<file path="src/rtl/types_amba_pkg.sv">
// Shared bus types for the memory arbiter: request/response beats and arbiter state.
package types_amba_pkg;

    localparam int CFG_SYSBUS_ADDR_BITS  = 48;
    localparam int CFG_SYSBUS_DATA_BITS  = 64;
    localparam int CFG_SYSBUS_DATA_BYTES = CFG_SYSBUS_DATA_BITS / 8;

    typedef struct packed {
        logic [CFG_SYSBUS_ADDR_BITS-1:0]  addr;
        logic                             write;
        logic [CFG_SYSBUS_DATA_BITS-1:0]  wdata;
        logic [CFG_SYSBUS_DATA_BYTES-1:0] wstrb;
        logic                             last;
    } mem_req_type;

    typedef struct packed {
        logic [CFG_SYSBUS_DATA_BITS-1:0] rdata;
        logic                            err;
    } mem_resp_type;

    typedef enum logic {
        IDLE = 1'b0,
        OWN  = 1'b1
    } arb_state_type;

endpackage

</file>
<file path="src/rtl/rr_arb2.sv">
// Two-way round-robin pick: a lone requester wins, a tie goes to the one not served last.
module rr_arb2 (
    input  logic [1:0] valid_i,
    input  logic       rr_last_i,
    output logic       any_o,
    output logic       winner_o
);

    assign any_o = |valid_i;

    always_comb begin
        winner_o = 1'b0;
        case (valid_i)
            2'b01:   winner_o = 1'b0;
            2'b10:   winner_o = 1'b1;
            2'b11:   winner_o = ~rr_last_i;
            default: winner_o = 1'b0;
        endcase
    end

endmodule

</file>
<file path="src/rtl/axi_mem_arbiter.sv">
// Two-requester arbiter in front of a single-port RAM with 1-cycle read latency.
// Optional AXI_MEM_ARB_OOR_ERR_EN: beats above the RAM window skip the RAM and answer with err.
//
//  state | meaning
//  IDLE  | no grant; picks a winner from the valid requesters
//  OWN   | owner_q holds the grant until its beat with last=1 is accepted
import types_amba_pkg::*;

module axi_mem_arbiter #(
    parameter int abits = 18,
    parameter int dbits = CFG_SYSBUS_DATA_BITS
) (
    input  logic                            i_clk,
    input  logic                            i_nrst,
    input  logic                            i_m0_req_valid,
    output logic                            o_m0_req_ready,
    input  logic [CFG_SYSBUS_ADDR_BITS-1:0] i_m0_req_addr,
    input  logic                            i_m0_req_write,
    input  logic [dbits-1:0]                i_m0_req_wdata,
    input  logic [dbits/8-1:0]              i_m0_req_wstrb,
    input  logic                            i_m0_req_last,
    output logic                            o_m0_resp_valid,
    output logic [dbits-1:0]                o_m0_resp_rdata,
    output logic                            o_m0_resp_err,
    input  logic                            i_m1_req_valid,
    output logic                            o_m1_req_ready,
    input  logic [CFG_SYSBUS_ADDR_BITS-1:0] i_m1_req_addr,
    input  logic                            i_m1_req_write,
    input  logic [dbits-1:0]                i_m1_req_wdata,
    input  logic [dbits/8-1:0]              i_m1_req_wstrb,
    input  logic                            i_m1_req_last,
    output logic                            o_m1_resp_valid,
    output logic [dbits-1:0]                o_m1_resp_rdata,
    output logic                            o_m1_resp_err,
    output logic                            o_mem_cs,
    output logic                            o_mem_we,
    output logic [abits-1:0]                o_mem_addr,
    output logic [dbits/8-1:0]              o_mem_wstrb,
    output logic [dbits-1:0]                o_mem_wdata,
    input  logic [dbits-1:0]                i_mem_rdata
);

    arb_state_type state_q, state_d;
    logic          owner_q, owner_d;
    logic          rr_last_q, rr_last_d;
    logic          resp_owner_q, resp_owner_d;
    logic          resp_valid_q, resp_valid_d;
    logic          resp_read_q, resp_read_d;
    logic          resp_err_q, resp_err_d;

    mem_req_type   req [2];
    mem_req_type   sel;
    mem_resp_type  resp;
    logic [1:0]    valid;
    logic [1:0]    ready;
    logic          any_valid;
    logic          winner;
    logic          accept;
    logic          oor;
    logic          mem_cs;
    logic          mem_we;

    assign valid  = {i_m1_req_valid, i_m0_req_valid};
    assign req[0] = '{addr: i_m0_req_addr, write: i_m0_req_write, wdata: i_m0_req_wdata,
                      wstrb: i_m0_req_wstrb, last: i_m0_req_last};
    assign req[1] = '{addr: i_m1_req_addr, write: i_m1_req_write, wdata: i_m1_req_wdata,
                      wstrb: i_m1_req_wstrb, last: i_m1_req_last};
    assign sel    = req[owner_q];

    rr_arb2 u_rr_arb2 (
        .valid_i   (valid),
        .rr_last_i (rr_last_q),
        .any_o     (any_valid),
        .winner_o  (winner)
    );

`ifdef AXI_MEM_ARB_OOR_ERR_EN
    assign oor = |sel.addr[CFG_SYSBUS_ADDR_BITS-1:abits];
`else
    // Upper address bits alias onto the RAM window.
    logic unused_addr_hi;
    assign unused_addr_hi = ^sel.addr[CFG_SYSBUS_ADDR_BITS-1:abits];
    assign oor = 1'b0;
`endif

    always_comb begin
        state_d      = state_q;
        owner_d      = owner_q;
        rr_last_d    = rr_last_q;
        ready        = 2'b00;
        accept       = 1'b0;
        case (state_q)
            IDLE: begin
                if (any_valid) begin
                    state_d = OWN;
                    owner_d = winner;
                end
            end
            OWN: begin
                ready[owner_q] = 1'b1;
                if (valid[owner_q]) begin
                    accept = 1'b1;
                    if (sel.last) begin
                        state_d   = IDLE;
                        rr_last_d = owner_q;
                    end
                end
            end
        endcase
        resp_valid_d = accept;
        resp_owner_d = accept ? owner_q : resp_owner_q;
        resp_read_d  = accept & ~sel.write & ~oor;
        resp_err_d   = accept & oor;
    end

    always_ff @(posedge i_clk or negedge i_nrst) begin
        if (!i_nrst) begin
            state_q      <= IDLE;
            owner_q      <= 1'b0;
            rr_last_q    <= 1'b1;
            resp_owner_q <= 1'b0;
            resp_valid_q <= 1'b0;
            resp_read_q  <= 1'b0;
            resp_err_q   <= 1'b0;
        end else begin
            state_q      <= state_d;
            owner_q      <= owner_d;
            rr_last_q    <= rr_last_d;
            resp_owner_q <= resp_owner_d;
            resp_valid_q <= resp_valid_d;
            resp_read_q  <= resp_read_d;
            resp_err_q   <= resp_err_d;
        end
    end

    assign mem_cs      = accept & ~oor;
    assign mem_we      = mem_cs & sel.write;
    assign o_mem_cs    = mem_cs;
    assign o_mem_we    = mem_we;
    assign o_mem_addr  = mem_cs ? sel.addr[abits-1:0] : '0;
    assign o_mem_wstrb = mem_we ? sel.wstrb : '0;
    assign o_mem_wdata = mem_we ? sel.wdata : '0;

    assign o_m0_req_ready = ready[0];
    assign o_m1_req_ready = ready[1];

    // Read data comes straight from the RAM port, one cycle after the access.
    assign resp.rdata = resp_read_q ? i_mem_rdata : '0;
    assign resp.err   = resp_err_q;

    assign o_m0_resp_valid = resp_valid_q & ~resp_owner_q;
    assign o_m1_resp_valid = resp_valid_q & resp_owner_q;
    assign o_m0_resp_rdata = o_m0_resp_valid ? resp.rdata : '0;
    assign o_m1_resp_rdata = o_m1_resp_valid ? resp.rdata : '0;
    assign o_m0_resp_err   = o_m0_resp_valid & resp.err;
    assign o_m1_resp_err   = o_m1_resp_valid & resp.err;

endmodule

</file>
<file path="config.mk">
export PLATFORM = sky130hd
export DESIGN_NAME = axi_mem_arbiter
export DESIGN_NICKNAME = d
export VERILOG_FILES = /design/src/rtl/types_amba_pkg.sv /design/src/rtl/rr_arb2.sv /design/src/rtl/axi_mem_arbiter.sv
export SDC_FILE = /design/constraint.sdc
export NUM_CORES = 1
export LEC_CHECK = 0
export BUFFER_PORTS_ARGS = -buffer_cell sky130_fd_sc_hd__buf_4
export CORE_AREA = 2 2 211 213
export CTS_CLUSTER_SIZE = 14
export DETAILED_ROUTE_END_ITERATION = 12
export DIE_AREA = 0 0 213 215
export GPL_TIMING_DRIVEN = 0
export REMOVE_ABC_BUFFERS = 1
export SKIP_LAST_GASP = 1
export SLEW_MARGIN = 20
export SYNTH_ARGS = -nofsm -noshare
export SYNTH_HDL_FRONTEND = slang
export SYNTH_SLANG_ARGS = --single-unit
export TNS_END_PERCENT = 10
</file>
<file path="constraint.sdc">
create_clock -name i_clk -period 1.55 [get_ports i_clk]
set_input_delay 0.465 -clock i_clk [delete_from_list [all_inputs] [get_ports i_clk]]
set_output_delay 0.465 -clock i_clk [all_outputs]
set_load 0.01 [all_outputs]
</file>
==> results of run 1 <==
## Yosys cell counts
cell,number
buf_1,12
nand2_1,68
and4_1,1
nand2b_1,2
and4b_1,1
a21o_1,1
clkbuf_4,2
a31oi_1,1
a32o_1,1
nor3_1,21
a2111oi_2,1
clkbuf_1,16
nand4_4,1
a22o_1,1
and2_1,1
inv_1,3
conb_1,1
buf_2,13
nor2b_1,1
a21oi_1,72
mux2i_1,91
dfrtp_1,5
buf_4,7
nor2_1,131
nand4b_1,1
buf_6,4
dfstp_2,1
## routing by layer
layer  wire, um  vias to the layer above
met4        325                        2
met2      14530                      357
met5         13                        -
li1           -                     2511
met1      10840                     2412
met3       2003                       14
## placed cells by master (no fill, tap or decap), types with 2 or more instances in the layout
| cell | netlist | final |
|---|---|---|
| nor3_1 | 21 | 18 |
| mux2i_1 | 91 | 79 |
| nand2b_4 | 0 | 2 |
| dfrtp_4 | 0 | 2 |
| buf_12 | 0 | 11 |
| a21oi_2 | 0 | 39 |
| nand2_1 | 68 | 67 |
| a21oi_4 | 0 | 23 |
| conb_1 | 1 | 2 |
| buf_16 | 0 | 6 |
| nor3_2 | 0 | 3 |
| bufbuf_16 | 0 | 3 |
| buf_4 | 7 | 464 |
| clkbuf_16 | 0 | 8 |
| buf_6 | 4 | 29 |
| inv_1 | 3 | 2 |
| nor2_1 | 131 | 131 |
| mux2i_4 | 0 | 2 |
| a21oi_1 | 72 | 10 |
| nand4_4 | 1 | 4 |
| mux2i_2 | 0 | 11 |
| dfrtp_2 | 0 | 3 |
## cells by family (layout without fill, tap and decap cells)
kind of cell           after synthesis  in the layout  synth area share (%)
AO/OA/AOI/OAI                       77             77                 15.14
buffers and inverters               57            526                 10.91
AND/OR/NAND/NOR                    228            232                 34.37
multiplexers                        91             92                 33.81
flip-flops                           6              6                 5.620
other                                1              3                0.1392
## worst register-to-register path, stage by stage (launching register included)
cell and delay, ns:
dfrtp_4 0.50, buf_12 0.15, mux2i_4 0.23, buf_4 0.20
a2111oi_2 0.37
## where the power goes
part / leakage (uW) / switching, uW / internal (uW) / total (uW)
combinational: 0.00383 / 4410 / 4060 / 8470
clock: 0.0000382 / 88.2 / 341 / 429
sequential: 0.0000636 / 261 / 259 / 520
## final cells by class
class	count	share of cell area [%]
antenna	1	0.03021
clock buffer	4	0.9517
inverter	3	0.1813
multi-input combinational	403	34.41
sequential	6	1.964
tap	592	8.943
timing repair buffer	519	53.52
## state kept, by name (all words and copies together) (netlist names)
signal / cells
resp_valid_q: 1
state_q: 1
rr_last_q: 1
resp_read_q: 1
owner_q: 1
resp_owner_q: 1
## metrics by stage
stage / util (%) / hold WS, ns / std cells
finish: 18.98 / 0.03130 / 1528
global route: 18.97 / 0.03244 / 1527
CTS: 18.24 / 0.03303 / 1521
detailed placement: 15.76 / 0.2766 / 1481
global placement: 15.40 / 0.2780 / 1474
floorplan: - / 0.1694 / 407
## repair_timing
| action | 4_1_cts | 5_1_grt |
|---|---|---|
| resized for setup | 112 | 40 |
| setup endpoints to repair | 226 | 224 |
| gates cloned | 11 | 5 |
| pin swaps | 14 | 12 |
| hold endpoints to repair | 0 | 0 |
| buffers inserted | 25 | 2 |
## final timing paths
path / startpoint / end / slack, ns / depth (start not counted)
worst max-delay path: owner_q / o_mem_wdata[16] / -0.61 / 6
worst min-delay path: i_nrst / resp_read_q / 0.03 / 1
worst max register to register: owner_q / resp_read_q / -0.03 / 4
worst min register to register: rr_last_q / rr_last_q / 0.52 / 2
max in group asynchronous: i_nrst / rr_last_q / 1.32 / 1
min in group i_clk: rr_last_q / rr_last_q / 0.52 / 2
==> results.json, run 1 <==
{
  "num_rows": 77,
  "gp_congestion": 0.8442,
  "start_util_pct": 6.172,
  "final_cell_area_mm2": 0.008283,
  "power_uw": 9417,
  "holdBufCountCts": 0,
  "cts_buffers": 3,
  "place_ws_ns": -1.390,
  "cp_top_family": "buffers and inverters",
  "ys_ff_latch": 6,
  "tns_ns": -105.24,
  "hold_path_class": "in2async",
  "fillerInstances": 4907,
  "postLayoutSetupSlackWorst_ns": -0.6095,
  "overflow": 0,
  "nets": 1248,
  "cp.arrival_ns": 1.69,
  "critPathBufInv": 4,
  "regArea_um2": 162.7,
  "grt_max_degree": 66,
  "pin_count": 538,
  "max_slew_margin_pct": 65.57,
  "placed_area_mm2": 0.006878,
  "finalHoldViolations": 0,
  "synth_area_mm2": 0.002694,
  "fin_crit_sh_pct": 139.3,
  "fin_skew_ns": 0.003285,
  "cts.sinks": 6,
  "totalWireLength_um": 27720,
  "synth_warnings": 0,
  "cts.htree.levels": 1,
  "yosysTopAreaCellShare_pct": 33.81,
  "cts_tree": "yes",
  "dr.pass1.iters": 4,
  "num_vias": 5296,
  "failed_checks": "negative setup slack",
  "drv_slew": 0,
  "drtIter0Drc": 151,
  "outcome": "complete, but fails checks",
  "dp_hpwl_um": 21400,
  "die_y_um": 215,
  "rsz0062_at_grt": "yes",
  "postSynthAreaPerCell_um2": 5.856,
  "postRouteAntennaNets": 0,
  "setup_violations": 225,
  "tightestPinTransition_ns": 0.5153,
  "drc": 0,
  "leakage_uw": 0.003930,
  "wl_per_cell_um": 18.14,
  "synth_cell_types": 27,
  "grt_util_all_layers_pct": 10.76,
  "dieArea_mm2": 0.04580,
  "grt-busiest-layer": "met2",
  "peakVddDrop_mv": 0.9658,
  "fin_crit_ns": 2.160,
  "required_ns": 1.08,
  "synth_area_leaders": "mux2i_1 34%, nor2_1 18%, a21oi_1 13%, nand2_1 9.5%, dfrtp_1 4.6%",
  "end_kind": "output pin",
  "core_area_mm2": 0.04364,
  "viasPerCell": 3.466,
  "antenna_found_initial": 2,
  "maxCapViolations": 0,
  "power_density_mw_per_mm2": 1137,
  "multi_input_area_mm2": 0.002850,
  "netlist_instances": 460,
  "fmax_mhz": 463.1,
  "start_kind": "register",
  "critical_path.slowest_cell": "dfrtp_4",
  "drive_gt1_share_pct": 65.78,
  "syn2layout_area_growth_pct": 207.5,
  "seq_area_frac_synth_pct": 5.620,
  "clk_latency_ns": 0.23,
  "synth_largest_area_cell": "mux2i_1",
  "use_met3_pct": 1.593,
  "die_x_um": 213,
  "met2_usage_pct": 21.56,
  "use_met1_pct": 11.85,
  "clockBufferDepth": 2,
  "cts-root-buf": "clkbuf_16",
  "grt_pass1_vias": 5021,
  "cts.reportedPaths.clkPinSlew_ns": 0.03,
  "portBuffers": 475,
  "path_cells": "nand4b_1 -> buf_6 -> buf_12 -> clkbuf_16 -> a21oi_2 -> buf_4",
  "grt_pass1_wl_um": 34910,
  "cpPeakStageDelay_ns": 0.50,
  "path_max_fanout": 5,
  "worstSetupPathType": "reg2out"
}
No activity file was read; power rests on OpenSTA's default activity.
==> inputs of run 2 (changes only) <==
--- a/config.mk
+++ b/config.mk
@@ -6,10 +6,10 @@
 export NUM_CORES = 1
 export LEC_CHECK = 0
 export BUFFER_PORTS_ARGS = -buffer_cell sky130_fd_sc_hd__buf_4
-export CORE_AREA = 2 2 211 213
+export CORE_AREA = 2 2 210 212
 export CTS_CLUSTER_SIZE = 14
 export DETAILED_ROUTE_END_ITERATION = 12
-export DIE_AREA = 0 0 213 215
+export DIE_AREA = 0 0 212 214
 export GPL_TIMING_DRIVEN = 0
 export REMOVE_ABC_BUFFERS = 1
 export SKIP_LAST_GASP = 1
==> constraint.sdc (replaced) <==
create_clock -name i_clk -period 2 [get_ports i_clk]
set_input_delay 0.6 -clock i_clk [delete_from_list [all_inputs] [get_ports i_clk]]
set_output_delay 0.6 -clock i_clk [all_outputs]
set_load 0.01 [all_outputs]
==> results.json, run 2 (same netlist as run 1, synthesis figures left out) <==
{
  "cp.arrival_ns": 1.79,
  "final_cell_mix": "473 x buf_4, 130 x nor2_1, 85 x mux2i_1, 67 x nand2_1, 45 x a21oi_1",
  "finalHoldViolations": 0,
  "drv_slew": 0,
  "rsz0062_at_grt": "yes",
  "grt_pass1_wl_um": 36950,
  "worstSetupPathType": "reg2out",
  "r2r-start": "owner_q",
  "start_kind": "register",
  "postLayoutSetupSlackWorst_ns": -0.3883,
  "power_density_mw_per_mm2": 907.4,
  "r2r_end": "resp_read_q",
  "holdBufCountCts": 0,
  "hold_path_class": "in2async",
  "clockBufferDepth": 2,
  "overflow": 0,
  "dieArea_mm2": 0.04537,
  "max_slew_margin_pct": 62.88,
  "nets": 1247,
  "maxCapViolations": 0,
  "totalWireLength_um": 29950,
  "peakVddDrop_mv": 0.8673,
  "gp_congestion": 0.8109,
  "drc": 0,
  "clk_latency_ns": 0.23,
  "wl_per_cell_um": 19.69,
  "dp_hpwl_um": 22790,
  "fin_skew_ns": 0.001785,
  "grt_util_all_layers_pct": 11.62,
  "drtIter0Drc": 196,
  "num_vias": 5316,
  "path_max_fanout": 12,
  "mostFrequentLayoutCell": "buf_4",
  "grt_pass1_vias": 5041,
  "cts-root-buf": "clkbuf_16",
  "grt_max_degree": 66,
  "ff2ff_path_depth": 3,
  "final_cell_area_mm2": 0.007954,
  "place_inst": 1474,
  "power_uw": 7217,
  "cts_tree": "yes",
  "dr.pass1.iters": 4,
  "end_kind": "output pin",
  "start_util_pct": 6.281,
  "fmax_mhz": 418.7,
  "die_y_um": 214,
  "num_rows": 76,
  "syn2layout_area_growth_pct": 195.3,
  "cts_buffers": 3,
  "required_ns": 1.40,
  "cts.htree.levels": 1,
  "portBuffers": 475,
  "setup_violations": 202,
  "leakage_uw": 0.003882,
  "outcome": "complete, but fails checks",
  "cts.reportedPaths.clkPinSlew_ns": 0.03,
  "failed_checks": "negative setup slack",
  "fin_cells": 1521,
  "core_area_mm2": 0.04289,
  "pin_count": 538,
  "antenna_found_initial": 3,
  "tightestPinTransition_ns": 0.5452,
  "drive_gt1_share_pct": 61.24,
  "fin_crit_sh_pct": 119.4,
  "placed_area_mm2": 0.006865,
  "reg2reg_slack_ns": 0.52,
  "fin_util_pct": 18.55,
  "cts.sinks": 6,
  "fin_crit_ns": 2.388,
  "postRouteAntennaNets": 0,
  "hold_ws_ns": 0.1778,
  "die_x_um": 212,
  "viasPerCell": 3.495
}
==> run 2: changes by cell type in the layout (fill, tap and decap cells not counted), moves of 2 or more <==
cell	before	now
nor3_1	18	20
mux2i_4	2	5
buf_6	29	18
mux2i_2	11	2
a21oi_2	39	17
buf_4	464	473
mux2i_1	79	85
nor3_2	3	1
a21oi_4	23	10
bufbuf_16	3	0
buf_12	11	14
a21oi_1	10	45
==> run 2: per-layer routing <==
layer | track usage (%) | up-vias | wire length [um]
met1 | 12.51 | 2436 | 11610
met3 | 2.184 | 18 | 1915
met4 | 2.207 | 0 | 386
li1 | - | 2511 | -
met2 | 23.11 | 351 | 16030
met5 | 0 | - | 0
==> run 2: layout make-up <==
class / instances / area (um2)
Multi-Input combinational cell: 404 / 2629
Timing Repair Buffer: 516 / 4322
Fill cell: 4762 / 34930
Antenna cell: 2 / 5.005
Timing Repair inverter: 1 / 7.507
Sequential cell: 6 / 165.2
Clock buffer: 4 / 78.83
Tap cell: 585 / 732.0
Inverter: 3 / 15.01
==> run 2: worst max-delay path by stage <==
stage,from,to
floorplan,owner_q,o_mem_wdata[0]
global placement,owner_q,o_mem_addr[0]
detailed placement,i_m0_req_valid,o_mem_wdata[25]
CTS,owner_q,o_mem_wdata[56]
global route,owner_q,o_mem_wdata[38]
finish,owner_q,o_mem_addr[0]
==> run 2: where the power goes <==
part	internal (uW)	leakage (uW)	total, uW	switching, uW
Combinational	3050	0.00378	6550	3500
Clock	264	0.0000382	329	65.3
Sequential	205	0.0000639	337	131
==> run 2: metrics by stage <==
stage | setup slack, ns | setup TNS (ns)
3_5_place_dp | -0.9606 | -71.10
2_1_floorplan | -3.526 | -379.74
4_1_cts | -0.4006 | -66.26
3_3_place_gp | -5.264 | -627.96
5_1_grt | -0.4536 | -44.92
6_report | -0.3883 | -32.18
==> run 2: worst max-delay path, stage by stage (launching register included) <==
cell	delay [ns]
dfrtp_4	0.52
buf_12	0.14
buf_16	0.15
buf_16	0.17
mux2i_1	0.13
nor3_1	0.24
buf_4	0.18
==> run 2: timing repair <==
item / CTS / global route
cloned: 8 / 9
pin swaps: 4 / 24
resized for setup: 46 / 38
setup buffers: 9 / 15
endpoints found under the setup margin: 223 / 224
